$ cat src/rtl/t08_imem_responder.sv
// t08_imem_responder
//   Instruction-memory side of the fetch interface. Answers program-counter
//   requests with a 32-bit instruction word, using a one-entry buffer of the
//   last fetched word and a single-outstanding read on the shared memory bus.
//   Stall is driven back to fetch while a request is not yet served.
//
// Ports
//   i_clk          clock, all state on rising edge
//   i_rst          synchronous active-high reset
//   i_pc           requested instruction byte address
//   i_pc_req       fetch requests the word at i_pc this cycle
//   i_flush        jump/branch taken; abandon in-flight request
//   o_instr        returned instruction word (holds when not valid)
//   o_instr_valid  1-cycle pulse, o_instr valid
//   o_stall        fetch must hold pc (combinational)
//   o_fault        1-cycle pulse: misaligned pc or bus timeout
//   o_bus_addr     read address to memory bus
//   o_bus_read     read strobe, held until i_bus_ack
//   i_bus_rdata    read data, valid with i_bus_ack
//   i_bus_ack      read complete
module t08_imem_responder #(
    parameter int unsigned TIMEOUT  = 16,
    parameter logic [31:0] NOP_WORD = 32'h0000_0013
) (
    input  logic        i_clk,
    input  logic        i_rst,
    input  logic [31:0] i_pc,
    input  logic        i_pc_req,
    input  logic        i_flush,
    output logic [31:0] o_instr,
    output logic        o_instr_valid,
    output logic        o_stall,
    output logic        o_fault,
    output logic [31:0] o_bus_addr,
    output logic        o_bus_read,
    input  logic [31:0] i_bus_rdata,
    input  logic        i_bus_ack
);

    // One spare bit so the count can step past TIMEOUT-1 when a flush
    // moves BUSY into DRAIN on the final cycle.
    localparam int unsigned CW = $clog2(TIMEOUT + 1);
    localparam logic [CW-1:0] LAST = CW'(TIMEOUT - 1);

    typedef enum logic [1:0] {
        IDLE  = 2'd0,
        BUSY  = 2'd1,
        DRAIN = 2'd2
    } state_t;

    state_t          r_state;
    logic [31:0]     r_instr;
    logic            r_instr_valid;
    logic            r_fault;
    logic [31:0]     r_bus_addr;
    logic            r_bus_read;
    logic            r_buf_valid;
    logic [31:0]     r_buf_addr;
    logic [31:0]     r_buf_data;
    logic [CW-1:0]   r_count;

    state_t          w_state_nxt;
    logic [31:0]     w_instr_nxt;
    logic            w_instr_valid_nxt;
    logic            w_fault_nxt;
    logic [31:0]     w_bus_addr_nxt;
    logic            w_bus_read_nxt;
    logic            w_buf_valid_nxt;
    logic [31:0]     w_buf_addr_nxt;
    logic [31:0]     w_buf_data_nxt;
    logic [CW-1:0]   w_count_nxt;

    logic            w_hit;
    logic            w_misaligned;

    assign w_hit        = r_buf_valid && (r_buf_addr == i_pc);
    assign w_misaligned = (i_pc[1:0] != 2'b00);

    // Requests answered in one cycle (hit or misaligned) never stall.
    assign o_stall = (r_state != IDLE) || (i_pc_req && !(w_hit || w_misaligned));

    assign o_instr       = r_instr;
    assign o_instr_valid = r_instr_valid;
    assign o_fault       = r_fault;
    assign o_bus_addr    = r_bus_addr;
    assign o_bus_read    = r_bus_read;

    always_comb begin
        w_state_nxt       = r_state;
        w_instr_nxt       = r_instr;
        w_instr_valid_nxt = 1'b0;
        w_fault_nxt       = 1'b0;
        w_bus_addr_nxt    = r_bus_addr;
        w_bus_read_nxt    = r_bus_read;
        w_buf_valid_nxt   = r_buf_valid;
        w_buf_addr_nxt    = r_buf_addr;
        w_buf_data_nxt    = r_buf_data;
        w_count_nxt       = r_count;

        case (r_state)
            IDLE: begin
                w_count_nxt = '0;
                if (i_pc_req) begin
                    if (w_misaligned) begin
                        w_fault_nxt = 1'b1;
                    end else if (w_hit) begin
                        // A flush in the same cycle cancels the hit pulse.
                        if (!i_flush) begin
                            w_instr_nxt       = r_buf_data;
                            w_instr_valid_nxt = 1'b1;
                        end
                    end else begin
                        w_bus_addr_nxt = i_pc;
                        w_bus_read_nxt = 1'b1;
                        w_state_nxt    = BUSY;
                    end
                end
            end

            BUSY: begin
                w_count_nxt = r_count + 1'b1;
                if (i_bus_ack) begin
                    w_bus_read_nxt = 1'b0;
                    w_count_nxt    = '0;
                    w_state_nxt    = IDLE;
                    if (!i_flush) begin
                        w_buf_valid_nxt   = 1'b1;
                        w_buf_addr_nxt    = r_bus_addr;
                        w_buf_data_nxt    = i_bus_rdata;
                        w_instr_nxt       = i_bus_rdata;
                        w_instr_valid_nxt = 1'b1;
                    end
                end else if (i_flush) begin
                    // The bus cannot abort; keep the strobe up and swallow the reply.
                    w_state_nxt = DRAIN;
                end else if (r_count == LAST) begin
                    w_instr_nxt       = NOP_WORD;
                    w_instr_valid_nxt = 1'b1;
                    w_fault_nxt       = 1'b1;
                    w_bus_read_nxt    = 1'b0;
                    w_count_nxt       = '0;
                    w_state_nxt       = IDLE;
                end
            end

            DRAIN: begin
                w_count_nxt = r_count + 1'b1;
                if (i_bus_ack || (r_count >= LAST)) begin
                    w_bus_read_nxt = 1'b0;
                    w_count_nxt    = '0;
                    w_state_nxt    = IDLE;
                end
            end

            default: begin
                w_bus_read_nxt = 1'b0;
                w_count_nxt    = '0;
                w_state_nxt    = IDLE;
            end
        endcase
    end

    always_ff @(posedge i_clk) begin
        if (i_rst) begin
            r_state       <= IDLE;
            r_instr       <= '0;
            r_instr_valid <= 1'b0;
            r_fault       <= 1'b0;
            r_bus_addr    <= '0;
            r_bus_read    <= 1'b0;
            r_buf_valid   <= 1'b0;
            r_buf_addr    <= '0;
            r_buf_data    <= '0;
            r_count       <= '0;
        end else begin
            r_state       <= w_state_nxt;
            r_instr       <= w_instr_nxt;
            r_instr_valid <= w_instr_valid_nxt;
            r_fault       <= w_fault_nxt;
            r_bus_addr    <= w_bus_addr_nxt;
            r_bus_read    <= w_bus_read_nxt;
            r_buf_valid   <= w_buf_valid_nxt;
            r_buf_addr    <= w_buf_addr_nxt;
            r_buf_data    <= w_buf_data_nxt;
            r_count       <= w_count_nxt;
        end
    end

endmodule

$ cat config.mk
export PLATFORM = sky130hd
export DESIGN_NAME = t08_imem_responder
export DESIGN_NICKNAME = d
export VERILOG_FILES = /design/src/rtl/t08_imem_responder.sv
export SDC_FILE = /design/constraint.sdc
export NUM_CORES = 1
export LEC_CHECK = 0
export BUFFER_PORTS_ARGS = -buffer_cell sky130_fd_sc_hd__buf_2
export CORE_MARGIN = 1.5
export CORE_UTILIZATION = 55
export DETAILED_ROUTE_END_ITERATION = 10
export GPL_ROUTABILITY_DRIVEN = 0
export PLACE_DENSITY = 0.87
export SYNTH_ARGS = -nofsm -noshare
export SYNTH_HDL_FRONTEND = slang
export SYNTH_SLANG_ARGS = --single-unit
$ cat constraint.sdc
create_clock -name i_clk -period 2.6 [get_ports i_clk]
set_input_delay 0.52 -clock i_clk [delete_from_list [all_inputs] [get_ports i_clk]]
set_output_delay 0.52 -clock i_clk [all_outputs]
set_load 0.005 [all_outputs]
* After elaboration in Yosys (flattened, before gate mapping)
Index checks and enable logic that the tools add are counted.
** Operators by class
- Add/subtract/negate cells :: 1
- $lt $le $gt $ge :: 1
- Equal/unequal tests :: 14
- Multiplexer cells :: 42
- Bitwise operators :: 3
- Reduce and logical (&&, ||, !) cells :: 15
** Operators by type and width (count)
- 2-to-1 mux 32 bit :: 8
- case mux 32 bit (2 select lines) :: 1
- == test 32 bit :: 1
- 2-to-1 mux 5 bit :: 4
- 2-to-1 mux 1 bit :: 17
- 2-to-1 mux 2 bit :: 7
- inequality test 2 bit, second input constant :: 7
- case mux 5 bit (2 select lines) :: 1
- AND reduction 7 bit :: 1
- inequality test 3 bit, second input constant :: 2
- case mux 2 bit (3 select lines) :: 1
- AND reduction 6 bit :: 1
- nonzero test 2 bit :: 3
- adder 5 x 1 -> 5 bit, second input constant :: 1
- == test 5 x 4 -> 1 bit, second input constant :: 1
- >= comparator 5 x 4 -> 1 bit, second input constant :: 1
- AND reduction 5 bit :: 1
- inequality test 4 bit, second input constant :: 1
- case mux 1 bit (2 select lines) :: 2
- AND reduction 4 bit :: 1
- logical OR 1 bit :: 3
- inverter 1 bit :: 3
- case mux 1 bit (3 select lines) :: 1
- AND reduction 3 bit :: 1
- 5 further kinds :: 6
** Storage, ports and cells
- Bits in registers :: 139
- Bits of input ports :: 69
- Output and inout port bits :: 68
- Logic and storage cells :: 86

* Logic depth before layout (Yosys ltp)
Gate-level depths: netlist of run 1.
- Depth after elaboration :: 6
- Mapped depth :: 9
- Mapped depth without buffers :: 9

* Worst setup path after synthesis of run 1
No wires, ideal clock.
- Kind :: in2out
- Start :: input port i_pc[17]
- End :: output port o_stall
- Arrival :: 1790 ps
- Path slack :: 290 ps
- Stages on the path :: 6
- Buffers on the path :: 1
- Cells stage by stage :: xor2_1 -> a2111o_1 -> a2111oi_4 -> and3_1 -> buf_4 -> a21oi_1
** On the way
- Longest elaborated chain between the ends :: 6
** Ends and longest elaborated chain
- start, declared :: line 27 : input logic [31:0] i_pc,
- == test 32 bit :: line 76 : assign w_hit = r_buf_valid && (r_buf_addr == i_pc);
- logical AND 1 bit :: line 76
- logical OR 1 bit :: line 80 : assign o_stall = (r_state != IDLE) || (i_pc_req && !(w_hit || w_misaligned));
- zero test 1 bit :: line 80
- logical AND 1 bit :: line 80
- logical OR 1 bit :: line 80
- end, declared :: line 32 : output logic o_stall,
No other way between the ends.

* Worst setup path in the final report of run 1
- Start :: register r_buf_addr[17]
- End :: output port o_stall
** On the way
- Longest elaborated chain between the ends :: 6
** Ends and longest elaborated chain
- start, declared :: line 58 : logic [31:0] r_buf_addr;
- start signal, assigned :: line 183 : r_buf_addr <= w_buf_addr_nxt;
- == test 32 bit :: line 76
- logical AND 1 bit :: line 76
- logical OR 1 bit :: line 80
- zero test 1 bit :: line 80
- logical AND 1 bit :: line 80
- logical OR 1 bit :: line 80
No other way between the ends.

==> results.env, run 1 <==
RATIO_OF_CELLS_WITH_DRIVE_ABOVE_1_IN_THE_FINAL_LAYOUT=0.268
DETAIL_ROUTE.WIRELENGTH_UM=15500
TIGHTESTPINTRANSITION_NS=0.679
CTS_TREE='yes'
DESIGN.FINAL.NETS=909
SYNTH.FF_LATCH_COUNT=139
DRC_ERRORS=0
DETAIL-ROUTE-ANTENNA-NETS=0
PIN_COUNT=137
SYNTHESIS.INSTANCES=725
SYNTH_SEQUENTIAL_AREA_RATIO=0.437
VIAS=5551
SLEW-LIMIT-HEADROOM=0.544
GLOBAL_ROUTE.OVERFLOW_TOTAL=0
POST_SYNTH_MOST_FREQUENT_CELLS='nand2_1, dfxtp_1, a21oi_1'
VIAS_IN_THE_FIRST_GLOBAL_ROUTE=5272
SYNTH_AREA_UM2=6360
ANTENNA_VIOLATIONS_BEFORE_REPAIR=1
FLOORPLAN.INITIALDENSITY=0.560
SYN_NETS=800
WORST_SLACK_NS=0.0824
FINALMAXSLEWVIOLATIONS=0
TIMING.FINAL.SETUP_VIOLATIONS=0
DIE_WIDTH_UM=111
DIE_OUTLINE_AREA_UM2=12200
POST_CTS_SETUP_DRIVEN_BUFFER_INSERTION_COUNT=0
FINALHOLDVIOLCOUNT=0
GLOBAL_ROUTE_WIRE_LENGTH_BEFORE_REPAIR_UM=25600
SYN_TO_FINAL_GROWTH_PCT=22.0
SLOWEST_DELAY_NS=0.42
POWER-PER-CELL-AREA_nW_PER_UM2=746
POWER_FRAC_COMB=0.231
CLOCK_TREE.HTREE_LEVEL_COUNT=4
MIN_PERIOD_OVER_PERIOD=0.968
GRT_START_MAX_NET_PINS=65
DOMINANTREGCELLSYNTH='dfxtp_1'
TIMING.CRITICAL_PATH.FROM_TYPE='flip-flop'
POST_DRT_VIA_CELL_RATIO=5.61
SYNTH.MOST_COMMON_CELL='nand2_1'
DETAILEDPLACEMENTHPWL_UM=9700
CORE-AREA_UM2=11400
OUTCOME='finished clean'
PLACED_CELLS_INCL_TAPS=958
TIMING_WORST_SETUP_PATH_TYPE='flip-flop to output pin'
CLOCK_SHARE_OF_POWER=0.378
POWER.LEAKAGE_nW=3.08
CTS_MADE_BUFFERS=17
WORSTHOLDPATHTYPE='primary input to flip-flop'
FINAL.SETUP.TNS_NS=0
ALL_LAYER_GR_USAGE=0.256
SYNTH_LARGEST_AREA_CELL='dfxtp_1'
SWITCHING_SHARE=0.312
POST_SYNTH_NUM_CELL_TYPES=43
DRT_ITER0_DRC=366
CAPTURING_ELEMENT_TYPE_OF_THE_CRITICAL_PATH='output pin'
INTERNAL_POWER_W=0.00398
CRIT_CHAIN='xor2_1 -> a2111o_1 -> a2111oi_4 -> and3_1 -> a21oi_1 -> buf_2'
PORTBUFFERS=136
CLKSLEWWORSTSETUPHOLDPATHS_NS=0.06
CLOCKROOTBUFFER='clkbuf_16'
NUM_ROWS=39
P_SEQ_FRAC=0.391
LEADING_CELL_TYPES_BY_TOTAL_AREA_AFTER_SYNTHESIS='dfxtp_1, nand2_1, o41ai_2, a21oi_1, mux2i_1'
FIN_CRIT_NS=2.52
MAPPED_AVG_CELL_AREA_UM2=8.78
LAYOUT.CELLS.NON_FILLER=990
CLK_PATH_BUF_DEPTH=2
RSZ0062_AT_GRT='no'
CLOCK_LATENCY_NS=0.42
YOSYS_WARNINGS=0
CRIT_FANOUT=2
MAX_FREQ_MHz=397
DR_PASS1_ITERATIONS=5
CAP_VIOLATIONS=0
DPL_WORST_SLACK_NS=0.0164
SKEW_NS=0.00801
WL_PER_CELL_UM=15.7
WORST_EP_REQUIRED_TIME_NS=2.08
EDFF_COUNT_SYNTH=0
POWER_DISSIPATED_BY_SWITCHING_NET_LOADS_W=0.00181
R2R_SLACK_NS=0.18
NETLIST.AREA_LEADER.SHARE=0.437
VDD_IR_DROP_MAX_mV=0.482
DIE_H_UM=111
CLOCK_SINKS=139
WORST-ENDPOINT-ARRIVAL_NS=2.00
YS_ASYNC_SR_FRACTION=0
CRIT_SLOWEST_CELL='a2111o_1'
## power groups by stage
stage / registers, W / logic [W] / clock network [W]
3_5_place_dp: 0.00231 / 0.00132 / 0
6_report: 0.00226 / 0.00134 / 0.00219
3_3_place_gp: 0.00230 / 0.00129 / 0
5_1_grt: 0.00227 / 0.00145 / 0.00232
2_1_floorplan: 0.00230 / 0.000918 / 0
4_1_cts: 0.00226 / 0.00133 / 0.00221
## state kept, by name, summed over array words and instances (netlist names)
signal         flops
r_state            2
o_bus_read         1
r_buf_valid        1
o_fault            1
o_bus_addr        32
o_instr           32
r_buf_addr        32
r_count            5
r_buf_data        32
o_instr_valid      1
## metrics by stage
stage                     area [µm²]   util  power, W  hold slack [ns]
after floorplan                 6360      -   0.00322            0.430
after detailed placement        7200  0.633   0.00362            0.443
after global routing            7760  0.683   0.00604            0.355
after CTS                       7740  0.681   0.00580            0.344
after global placement          7200  0.633   0.00359            0.437
final                           7760  0.683   0.00579            0.351
## placed cells by master (no fill, tap or decap), types with 5 or more instances in the layout
| cell | count |
|---|---|
| a21oi_1 | 69 |
| a31oi_1 | 29 |
| buf_12 | 9 |
| buf_2 | 135 |
| buf_4 | 10 |
| clkbuf_16 | 17 |
| clkbuf_8 | 5 |
| clkinv_2 | 5 |
| dfxtp_1 | 139 |
| ha_1 | 5 |
| inv_1 | 10 |
| mux2i_1 | 31 |
| nand2_1 | 191 |
| nand4_1 | 9 |
| nor2_1 | 9 |
| nor2b_1 | 31 |
| o211ai_1 | 32 |
| o41ai_2 | 29 |
| xnor2_1 | 28 |
## per-layer routing
metal	up-vias	track usage	wire [µm]
li1	2752	-	-
met1	2593	0.311	6680
met2	163	0.426	7630
met3	43	0.0626	693
met4	0	0.124	517
met5	-	0	0
## cell type report
class / instances / area, µm²
flip-flops and latches: 139 / 2780
fillers: 885 / 3610
inverters: 11 / 41.3
diodes: 1 / 2.50
multi-input cells: 511 / 3280
well taps: 143 / 179
repair buffers: 154 / 931
clock inverters: 7 / 40.0
clock buffers: 24 / 502
## logic make-up (layout without fill, tap and decap cells)
family,after synthesis,in the layout,synth area share
compound gates,178,178,0.221
xor+xnor,31,31,0.0427
fa+ha+maj,6,6,0.0118
buf+inv,75,196,0.0525
flops,139,139,0.437
mux,31,31,0.0488
other cells,0,1,0
simple gates,265,265,0.186
## worst paths after layout
path,from,end,cells past startpoint
worst min register to register,r_buf_data[6]$_SDFFE_PP0P_,r_buf_data[6]$_SDFFE_PP0P_,2
worst max register to register,r_count[0]$_SDFF_PP0_,o_instr[31]$_SDFFE_PP0P_,8
worst max-delay path,r_buf_addr[17]$_SDFFE_PP0P_,o_stall,6
worst min-delay path,i_bus_rdata[11],r_buf_data[11]$_SDFFE_PP0P_,3
## what timing repair did
action | CTS | global route
hold buffers | 0 | 0
pin swaps | 2 | 0
resized for setup | 0 | 3
endpoints found under the setup margin | 1 | 2
endpoints found under the hold margin | 0 | 0
## critical path, delay by kind of cell (launching register included)
kind,cells,cell delay [ns]
simple gates,1,0.25
buf+inv,1,0.14
xor+xnor,1,0.15
compound gates,3,0.73
flops,1,0.32
Note: power is estimated with default switching activity, not from simulation.
==> inputs of run 2 (changes only) <==
Settings changed: BUFFER_PORTS_ARGS -buffer_cell sky130_fd_sc_hd__buf_2 to -buffer_cell sky130_fd_sc_hd__buf_4, CORE_UTILIZATION 55 to 56, CTS_BUF_LIST set to sky130_fd_sc_hd__clkbuf_8, PLACE_DENSITY 0.87 to 0.89.
==> run 2 against run 1 <==
Net effect: combinational power grew 3%; clock power fell by 9.1%; global-route usage grew 3.1 points; fmax grew 0.17%; flip-flop and latch count unchanged; utilization is 4.6 points higher; wire length grew 8.6%; power down 2.7%; hold slack got worse by 0.031 ns; worst setup slack better by 0.0044 ns; die area down 1.7%; critical path type unchanged; critical endpoint unchanged; largest cell class unchanged.
==> results.env, run 2 (synthesis gave the netlist of run 1 again) <==
CAPTURING_ELEMENT_TYPE_OF_THE_CRITICAL_PATH='output pin'  # unchanged
CORE-AREA_UM2=10900  # was 11400 µm²
FAMILY_WITH_THE_MOST_DELAY_ON_THE_WORST_PATH='compound AO/OA/AOI/OAI gates'  # unchanged
TIMING.FINAL.SETUP_VIOLATIONS=0  # unchanged
NUM_ROWS=38  # was 39
DETAIL_ROUTE.WIRELENGTH_UM=16800  # was 15500 µm
DESIGN.FINAL.NETS=909  # unchanged
DETAILEDPLACEMENTHPWL_UM=10800  # was 9700 µm
LAYOUT.CELLS.MOST_COMMON='nand2_1'  # unchanged
CRIT_SLOWEST_CELL='a2111o_1'  # unchanged
SLOWEST_DELAY_NS=0.42  # about the same
CLOCK_LATENCY_NS=0.45  # was 0.42 ns
POWER.LEAKAGE_nW=3.08  # about the same
LAYOUT_COMMON_CELLS='nand2_1, buf_4, dfxtp_1, a21oi_1, o211ai_1'  # was nand2_1, dfxtp_1, buf_2, a21oi_1, o211ai_1
POST_DRT_VIA_CELL_RATIO=5.86  # was 5.61
PORTBUFFERS=136  # unchanged
CLOCK_SINKS=139  # unchanged
DETAIL-ROUTE-ANTENNA-NETS=0  # unchanged
VDD_IR_DROP_MAX_mV=0.781  # was 0.482 mV
VIAS_IN_THE_FIRST_GLOBAL_ROUTE=5656  # was 5272
CLOCK_SHARE_OF_POWER=0.353  # was 0.378
SKEW_NS=0.00888  # was 0.00801 ns
SWITCHING_SHARE=0.319  # was 0.312
POSTCTSHOLDBUFS=0  # unchanged
CLKSLEWWORSTSETUPHOLDPATHS_NS=0.08  # was 0.06 ns
GRT_START_MAX_NET_PINS=104  # was 65
INTERNAL_POWER_W=0.00384  # was 0.00398 W
WORST_EP_REQUIRED_TIME_NS=2.08  # about the same
DIE_OUTLINE_AREA_UM2=12000  # was 12200 µm²
TIMING_WORST_SETUP_PATH_TYPE='flip-flop to output pin'  # unchanged
CAP_VIOLATIONS=0  # unchanged
RATIO_OF_CELLS_WITH_DRIVE_ABOVE_1_IN_THE_FINAL_LAYOUT=0.274  # was 0.268
DIE_H_UM=110  # was 111 µm
PIN_COUNT=137  # unchanged
FINAL.SETUP.TNS_NS=0  # unchanged
CLOCKROOTBUFFER='clkbuf_8'  # was clkbuf_16
WORSTHOLDPATHTYPE='primary input to flip-flop'  # unchanged
POWER-PER-CELL-AREA_nW_PER_UM2=707  # was 746 nW/µm²
CTS_TREE='yes'  # unchanged
CLK_PATH_BUF_DEPTH=2  # unchanged
POWER_FRAC_COMB=0.245  # was 0.231
CLOCK_TREE.HTREE_LEVEL_COUNT=4  # unchanged
SYN_TO_FINAL_GROWTH_PCT=25.2  # was 22.0%
WORST-ENDPOINT-ARRIVAL_NS=1.99  # was 2.00 ns
P_SEQ_FRAC=0.402  # was 0.391
CRIT_CHAIN='nor2b_1 -> a2111o_1 -> a2111oi_4 -> and3_4 -> a21oi_2 -> buf_4'  # was xor2_1 -> a2111o_1 -> a2111oi_4 -> and3_1 -> a21oi_1 -> buf_2
MIN_PERIOD_OVER_PERIOD=0.967  # was 0.968
CP_NUM_BUF_INV=1  # unchanged
WL_PER_CELL_UM=17.1  # was 15.7 µm
FIN_CRIT_NS=2.51  # was 2.52 ns
ALL_LAYER_GR_USAGE=0.287  # was 0.256
FINALHOLDVIOLCOUNT=0  # unchanged
TIMING.CRITICAL_PATH.FROM_TYPE='flip-flop'  # unchanged
MAX_FREQ_MHz=398  # was 397 MHz
DRC_ERRORS=0  # unchanged
VIAS=5787  # was 5551
CRIT_FANOUT=3  # was 2
GLOBAL_ROUTE_WIRE_LENGTH_BEFORE_REPAIR_UM=26800  # was 25600 µm
CTS_MADE_BUFFERS=17  # unchanged
DRT_ITER0_DRC=437  # was 366
ANTENNA_CELLS_INSERTED=0  # was 1
DR_PASS1_ITERATIONS=6  # was 5
GLOBAL_ROUTE.OVERFLOW_TOTAL=0  # unchanged
LAYOUT.CELLS.NON_FILLER=987  # was 990
FLOORPLAN.INITIALDENSITY=0.582  # was 0.560
POWER_DISSIPATED_BY_SWITCHING_NET_LOADS_W=0.00180  # was 0.00181 W
OUTCOME='finished clean'  # unchanged
SLEW-LIMIT-HEADROOM=0.643  # was 0.544
ANTENNA_VIOLATIONS_BEFORE_REPAIR=0  # was 1
PLACED_CELLS_INCL_TAPS=954  # was 958
FINALMAXSLEWVIOLATIONS=0  # unchanged
DIE_WIDTH_UM=110  # was 111 µm
TIGHTESTPINTRANSITION_NS=0.536  # was 0.679 ns
==> run 2: cell count changes in the layout (fill, tap and decap cells not counted), sizes merged <==
cell,previous run,this run
bufinv,0,5
clkbuf,24,18
clkinv,5,7
diode,1,0
==> run 2: power by group through the flow <==
stage / Sequential (W) / Combinational, W / Clock (W)
floorplan: 0.00230 / 0.000918 / 0
global placement: 0.00230 / 0.00129 / 0
detailed placement: 0.00231 / 0.00134 / 0
CTS: 0.00226 / 0.00135 / 0.00200
global route: 0.00227 / 0.00149 / 0.00209
finish: 0.00226 / 0.00138 / 0.00199
==> run 2: tightest hold or removal path, cell delays in order <==
cell     delay, ns
buf_4         0.11
nand2_1       0.05
a21oi_1       0.05
==> run 2: layout make-up <==
class                   count  area (µm²)
flip-flops and latches    139        2780
fillers                   776        2970
multi-input cells         511        3290
inverters                  11        41.3
well taps                 140         175
clock inverters            14         200
clock buffers              18         248
repair buffers            154        1230
==> run 2: path summary, 6_finish.rpt <==
kind	startpoint	endpoint	slack (ns)	cells past startpoint
worst min-delay path	i_bus_rdata[4]	r_buf_data[4]$_SDFFE_PP0P_	0.32	3
worst min register to register	r_buf_data[8]$_SDFFE_PP0P_	r_buf_data[8]$_SDFFE_PP0P_	0.45	2
worst max-delay path	r_buf_addr[5]$_SDFFE_PP0P_	o_stall	0.09	6
worst max register to register	r_count[0]$_SDFF_PP0_	o_instr[13]$_SDFFE_PP0P_	0.24	8
==> run 2: per-layer routing <==
layer	up-vias	share of wire	global-route usage
met5	-	0	0
met4	0	0.035	0.151
met1	2778	0.40	0.333
met3	47	0.059	0.0646
met2	230	0.50	0.491
li1	2732	-	-
==> run 2: repair_timing <==
action / in CTS / in global routing
pin swaps: 3 / 0
resized for setup: 0 / 5
endpoints found under the setup margin: 1 / 1
setup buffers: 1 / 0
==> run 2: per-stage QoR <==
| step | hold slack (ns) | setup WS [ns] | cell area [µm²] | total power [W] | utilization |
|---|---|---|---|---|---|
| floorplan | 0.430 | 0.290 | 6360 | 0.00322 | - |
| global placement | 0.437 | 0.0728 | 7490 | 0.00360 | 0.685 |
| detailed placement | 0.443 | -0.00525 | 7490 | 0.00365 | 0.685 |
| CTS | 0.306 | 0.0109 | 7940 | 0.00562 | 0.726 |
| global route | 0.320 | -0.00262 | 7970 | 0.00585 | 0.729 |
| finish | 0.319 | 0.0867 | 7970 | 0.00563 | 0.729 |
